**config.mk**
```make
export PLATFORM = sky130hd
export DESIGN_NAME = bloco_operativo
export DESIGN_NICKNAME = d
export VERILOG_FILES = /design/src/rtl/bloco_operativo_pkg.sv /design/src/rtl/bloco_operativo_alu.sv /design/src/rtl/bloco_operativo.sv
export SDC_FILE = /design/constraint.sdc
export NUM_CORES = 1
export LEC_CHECK = 0
export CORE_AREA = 5 5 97 99
export DETAILED_ROUTE_END_ITERATION = 8
export DIE_AREA = 0 0 102 104
export SYNTH_ARGS = -nofsm -noshare
export SYNTH_HDL_FRONTEND = slang
export SYNTH_SLANG_ARGS = --single-unit
```
**constraint.sdc**
```tcl
create_clock -name clk -period 7.25 [get_ports clk]
set_input_delay 1.0875 -clock clk [delete_from_list [all_inputs] [get_ports clk]]
set_output_delay 1.0875 -clock clk [all_outputs]
set_load 0.005 [all_outputs]
```
**src/rtl/bloco_operativo_pkg.sv**
```systemverilog
// Shared encodings for the control word driven by the control FSM into the datapath.
package bloco_operativo_pkg;

    // Default datapath width.
    localparam int unsigned W_DEF = 8;

    // Operand A select (m0).
    typedef enum logic [1:0] {
        OPA_X = 2'd0,
        OPA_H = 2'd1,
        OPA_S = 2'd2,
        OPA_K = 2'd3
    } opa_sel_e;

    // Operand B select (m1).
    typedef enum logic [1:0] {
        OPB_X   = 2'd0,
        OPB_XIN = 2'd1,
        OPB_S   = 2'd2,
        OPB_H   = 2'd3
    } opb_sel_e;

    // ALU operation select (m2).
    typedef enum logic [1:0] {
        ALU_PASS = 2'd0,
        ALU_MUL  = 2'd1,
        ALU_ADD  = 2'd2,
        ALU_SUB  = 2'd3
    } alu_op_e;

endpackage

```
**src/rtl/bloco_operativo_alu.sv**
```systemverilog
// Combinational shared ALU: pass / multiply (low half) / add / subtract, all unsigned modulo 2^W.
module bo_alu
    import bloco_operativo_pkg::*;
#(
    parameter int unsigned W = W_DEF
) (
    input  logic [W-1:0] a,
    input  logic [W-1:0] b,
    input  alu_op_e      op,
    output logic [W-1:0] result,
    output logic         zero
);

    logic [2*W-1:0] product;

    // Full-width product; only the low W bits leave the ALU.
    always_comb begin
        product = {{W{1'b0}}, a} * {{W{1'b0}}, b};
    end

    // Operation select; carries and borrows are discarded.
    always_comb begin
        result = '0;
        unique case (op)
            ALU_PASS: result = a;
            ALU_MUL:  result = product[W-1:0];
            ALU_ADD:  result = a + b;
            ALU_SUB:  result = a - b;
            default:  result = '0;
        endcase
    end

    // Zero flag for the control FSM.
    always_comb begin
        zero = (result == '0);
    end

endmodule

```
**src/rtl/bloco_operativo.sv**
```systemverilog
// Datapath: registers X/H/S around a shared ALU, done-edge capture of S and a
// valid/ready output stage with a sticky overflow flag for dropped results.
module bloco_operativo
    import bloco_operativo_pkg::*;
#(
    parameter int unsigned W = W_DEF,
    parameter int unsigned K = 1
) (
    input  logic         clk,
    input  logic         reset,
    input  logic [W-1:0] x_in,
    input  logic [1:0]   m0,
    input  logic [1:0]   m1,
    input  logic [1:0]   m2,
    input  logic         h,
    input  logic         lx,
    input  logic         lh,
    input  logic         ls,
    input  logic         done,
    output logic [W-1:0] y_out,
    output logic         y_valid,
    input  logic         y_ready,
    output logic         zero,
    output logic         ovf_err
);

    localparam logic [W-1:0] K_VAL = W'(K);

    logic [W-1:0] x_q;
    logic [W-1:0] h_q;
    logic [W-1:0] s_q;
    logic         done_q;

    logic [W-1:0] opa;
    logic [W-1:0] opb;
    logic [W-1:0] alu_res;
    logic [W-1:0] wb;
    logic         capture;
    logic         accept;

    // Operand A / B multiplexers.
    always_comb begin
        opa = '0;
        opb = '0;
        unique case (opa_sel_e'(m0))
            OPA_X:   opa = x_q;
            OPA_H:   opa = h_q;
            OPA_S:   opa = s_q;
            OPA_K:   opa = K_VAL;
            default: opa = '0;
        endcase
        unique case (opb_sel_e'(m1))
            OPB_X:   opb = x_q;
            OPB_XIN: opb = x_in;
            OPB_S:   opb = s_q;
            OPB_H:   opb = h_q;
            default: opb = '0;
        endcase
    end

    bo_alu #(
        .W (W)
    ) u_alu (
        .a      (opa),
        .b      (opb),
        .op     (alu_op_e'(m2)),
        .result (alu_res),
        .zero   (zero)
    );

    // Write-back source, done rising-edge detect and handshake accept.
    always_comb begin
        wb      = h ? alu_res : x_in;
        capture = done & ~done_q;
        accept  = y_valid & y_ready;
    end

    // Register file: every enabled register loads the same write-back value.
    always_ff @(posedge clk) begin
        if (reset) begin
            x_q <= '0;
            h_q <= '0;
            s_q <= '0;
        end else begin
            if (lx) x_q <= wb;
            if (lh) h_q <= wb;
            if (ls) s_q <= wb;
        end
    end

    // Output stage: capture uses pre-edge S; a capture blocked by backpressure
    // leaves the held result untouched and raises the sticky overflow flag.
    always_ff @(posedge clk) begin
        if (reset) begin
            done_q  <= 1'b0;
            y_out   <= '0;
            y_valid <= 1'b0;
            ovf_err <= 1'b0;
        end else begin
            done_q <= done;
            if (capture) begin
                if (!y_valid || accept) begin
                    y_out   <= s_q;
                    y_valid <= 1'b1;
                end else begin
                    ovf_err <= 1'b1;
                end
            end else if (accept) begin
                y_valid <= 1'b0;
            end
        end
    end

endmodule

```
==> results.rst <==
.. list-table::
   :header-rows: 1

   * - Metric
     - Value
   * - Result of the run
     - complete, no violations
   * - Buffer depth of the longest clock path
     - 2
   * - Number of input and output port buffers inserted
     - 32
   * - Detailed-router iteration count before antenna repair
     - 4
   * - Synth top cells by count
     - 48 x nor2_1, 38 x mux2i_1, 35 x dfxtp_1
   * - Crit Path Category
     - primary input to output pin
   * - Final setup fails
     - 0
   * - CTS tree
     - built
   * - Synth Register Bits
     - 35
   * - TritonCTS Buffers
     - 5
   * - Post-layout instance area
     - 4090 um^2
   * - Number of nets with antenna violations after routing
     - 0
   * - Cell types with the largest area share after synthesis
     - dfxtp_1 22%, mux2i_1 12%, ha_1 9.6%
   * - Power per standard cell area
     - 175 nW/um^2
   * - Netlist area before placement
     - 3250 um^2
   * - Pin slew with the least headroom to its limit
     - 1.20 ns
   * - Number of instances in the synthesized netlist
     - 360
   * - Data required time of the critical path
     - 6.16 ns
   * - Cell taking the most area after synthesis
     - dfxtp_1
   * - Placement Rows
     - 34
   * - Share of cells above drive strength 1
     - 0.200
   * - CTS H-Tree Depth
     - 2
   * - Register-to-Register Setup Slack
     - 2.30 ns
   * - Crit path launch type
     - primary input
   * - Die Wd
     - 102 um
   * - CTS clk-pin slew, worst paths
     - 0.07 ns
   * - Worst VDD drop
     - 0.164 mV
   * - Worst path arrival time
     - 5.98 ns
   * - Setup repair after global routing missed its margin
     - no
   * - Via density
     - 4.94
   * - Portion of synthesized cell area occupied by the leading cell type
     - 0.216
   * - Routability-driven placement congestion ratio
     - 0.840
   * - Hold Crit Depth
     - 2
   * - Average instance area after synthesis
     - 9.02 um^2
   * - # nets final
     - 484
   * - Cts-stage hold buffer count
     - 0
   * - Worst Hold Class
     - register to register
   * - Max Freq
     - 142 MHz
   * - Static leakage
     - 0.00184 uW
   * - Syn. warnings
     - 0
   * - Fin. max-slew vios
     - 0
   * - Number of max-capacitance violations reported
     - 0
   * - Die area
     - 10,600 um^2
   * - Placement-stage cell area
     - 3880 um^2
   * - Post-synth ARST share
     - 0
   * - Global route overflow
     - 0
   * - Total number of vias
     - 2,634
   * - Fin cells
     - 533
   * - Most instantiated flip-flop cell in the synthesis netlist
     - dfxtp_1
   * - Number of cells in the design after placement
     - 519
   * - Post-synthesis to final-layout area growth
     - 26.0%
   * - Number of global-route vias before repair
     - 2,751
   * - First-pass GRT wire length
     - 13,300 um
   * - Net count after synthesis
     - 420
   * - Count of flip-flops with a built-in enable after synthesis
     - 0
   * - Library cell with the highest instance count after synthesis
     - nor2_1
   * - FF-to-FF End
     - x_q[7]$_SDFFE_PP0P_
   * - Final hold slack
     - 0.499 ns
   * - Final routed wirelength across all metal layers
     - 7800 um
   * - Worst hold endpoint
     - y_out[0]$_SDFFE_PP0P_
   * - Residual DRC count
     - 0
   * - ANT cells
     - 0
   * - Hpwl dp
     - 6360 um
   * - Unique cell type count in the Yosys netlist
     - 44
   * - Maximum number of pins on one net before global-route repair
     - 36
   * - Final period demand of the worst path
     - 7.06 ns
   * - Global routing usage summed across all routing layers
     - 0.154
   * - Portion of the post-synthesis area used by sequential elements
     - 0.216
   * - Tcrit/Tclk final
     - 0.974
   * - Worst clock skew
     - 0.00421 ns
   * - Cell at the root of the clock tree
     - clkbuf_8
   * - Critical path endpoint category
     - output pin
   * - Max-slew headroom at the worst pin
     - 0.195
   * - Effective utilization at floorplan
     - 0.384
   * - Worst Reg2Reg Path Length in Cells
     - 20
   * - Area of the core
     - 8470 um^2
   * - Antenna violations before repair
     - 0
   * - Top-level I/O count
     - 33
   * - Number of sinks driven by the clock tree
     - 35
   * - Avg WL per Cell
     - 14.6 um
   * - Final setup margin
     - 0.187 ns
   * - Die Y-Extent
     - 104 um
   * - Final Hold Vio Count
     - 0
   * - Largest fanout on the critical path
     - 6
   * - Clock latency on the worst-skew pair
     - 0.28 ns
   * - Launch point of the critical path
     - m0[1]
   * - Starting DRT DRC Count
     - 50
   * - Start point of the worst min-delay path
     - y_out[0]$_SDFFE_PP0P_
   * - Origin of the critical flop-to-flop path
     - h_q[3]$_SDFFE_PP0P_
   * - Setup slack after placement
     - -0.413 ns
==> through the flow <==
stage	power [uW]	TNS [ns]	utilization
floorplan	458	0	-
global placement	566	-0.281	0.459
detailed placement	572	-0.413	0.459
CTS	709	0	0.469
global route	782	0	0.484
finish	718	0	0.484
==> state kept, by name, summed over array words and instances (netlist names) <==
name / cells
x_q: 8
y_valid: 1
h_q: 8
y_out: 8
s_q: 8
done_q: 1
ovf_err: 1
==> layout by cell type (no fill, tap or decap), types with 2 or more instances in the layout <==
cell and instances:
a311oi_1 3, and2_1 16, clkbuf_8 5, inv_2 2, inv_1 30, ha_1 22, xor2_1 8, mux2i_1 37
nand2_2 3, dfxtp_1 35, nor2_1 48, or3_1 2, buf_4 41, a31oi_1 3, a211oi_1 6, a21o_1 3
buf_6 3, fa_1 11, fa_2 2, o2bb2ai_1 3, a21oi_1 16, o21ai_0 8, a21oi_2 2, mux4_2 8
o2bb2ai_2 3, ha_4 3, xnor2_1 16, nand2_1 24, clkbuf_1 2, nand2b_1 4, nor2b_1 4, clkdlybuf4s50_1 30
==> where the power goes <==
| group | internal, uW | leakage (uW) | switching [uW] |
|---|---|---|---|
| clock | 67.3 | 0.0000422 | 64.6 |
| sequential | 210 | 0.000288 | 14.9 |
| combinational | 176 | 0.00151 | 185 |
| total | 453 | 0.00184 | 265 |
==> cell families after synthesis <==
group	share of synthesized area
xor gates and xnor gates	0.0767
AOI/OAI and AO/OA	0.124
DFF	0.216
muxes	0.180
buffers and inverters	0.0690
adders and majority gates	0.176
and+or+nand+nor	0.159
==> worst max-delay path by stage <==
stage | slack [ns] | endpoint
2_1_floorplan | 0.76 | zero
3_3_place_gp | -0.28 | zero
3_5_place_dp | -0.41 | zero
4_1_cts | 0.0008 | zero
5_1_grt | 0.003 | zero
6_report | 0.19 | zero
==> per-layer routing <==
metal | GRT usage | vias up | wire [um]
met3 | 0.0148 | 11 | 143
met5 | 0 | - | 0
met2 | 0.266 | 45 | 3910
met4 | 0.0366 | 0 | 130
met1 | 0.203 | 1240 | 3620
li1 | - | 1338 | -
==> layout make-up <==
class	count	area [um^2]
fillers	832	4370
multi-input cells	274	2400
flip-flops and latches	35	701
repair buffers	76	656
well taps	108	135
inverters	32	120
clock buffers	7	76.3
clock inverters	1	5.00
==> worst max-delay path: stages <==
cell and delay (ns):
clkdlybuf4s50_1 0.47, buf_6 0.15, nor2b_4 0.07, buf_4 0.16
a2bb2oi_4 0.19, nand2_2 0.08, fa_1 0.43, inv_2 0.07
fa_1 0.39, ha_1 0.30, inv_1 0.05, fa_1 0.53
inv_1 0.04, ha_1 0.30, a21o_1 0.21, a21oi_2 0.14
xor2_1 0.16, xnor3_1 0.42, xnor2_1 0.14, a211oi_2 0.25
a21oi_2 0.06, nor4_2 0.12, buf_2 0.15
==> what timing repair did <==
item,4_1_cts,5_1_grt
gates resized for setup,4,18
pin swaps,1,16
buffers inserted,0,6
endpoints found under the setup margin,1,1
endpoints found under the hold margin,0,0
(Power assumes the default switching activity.)
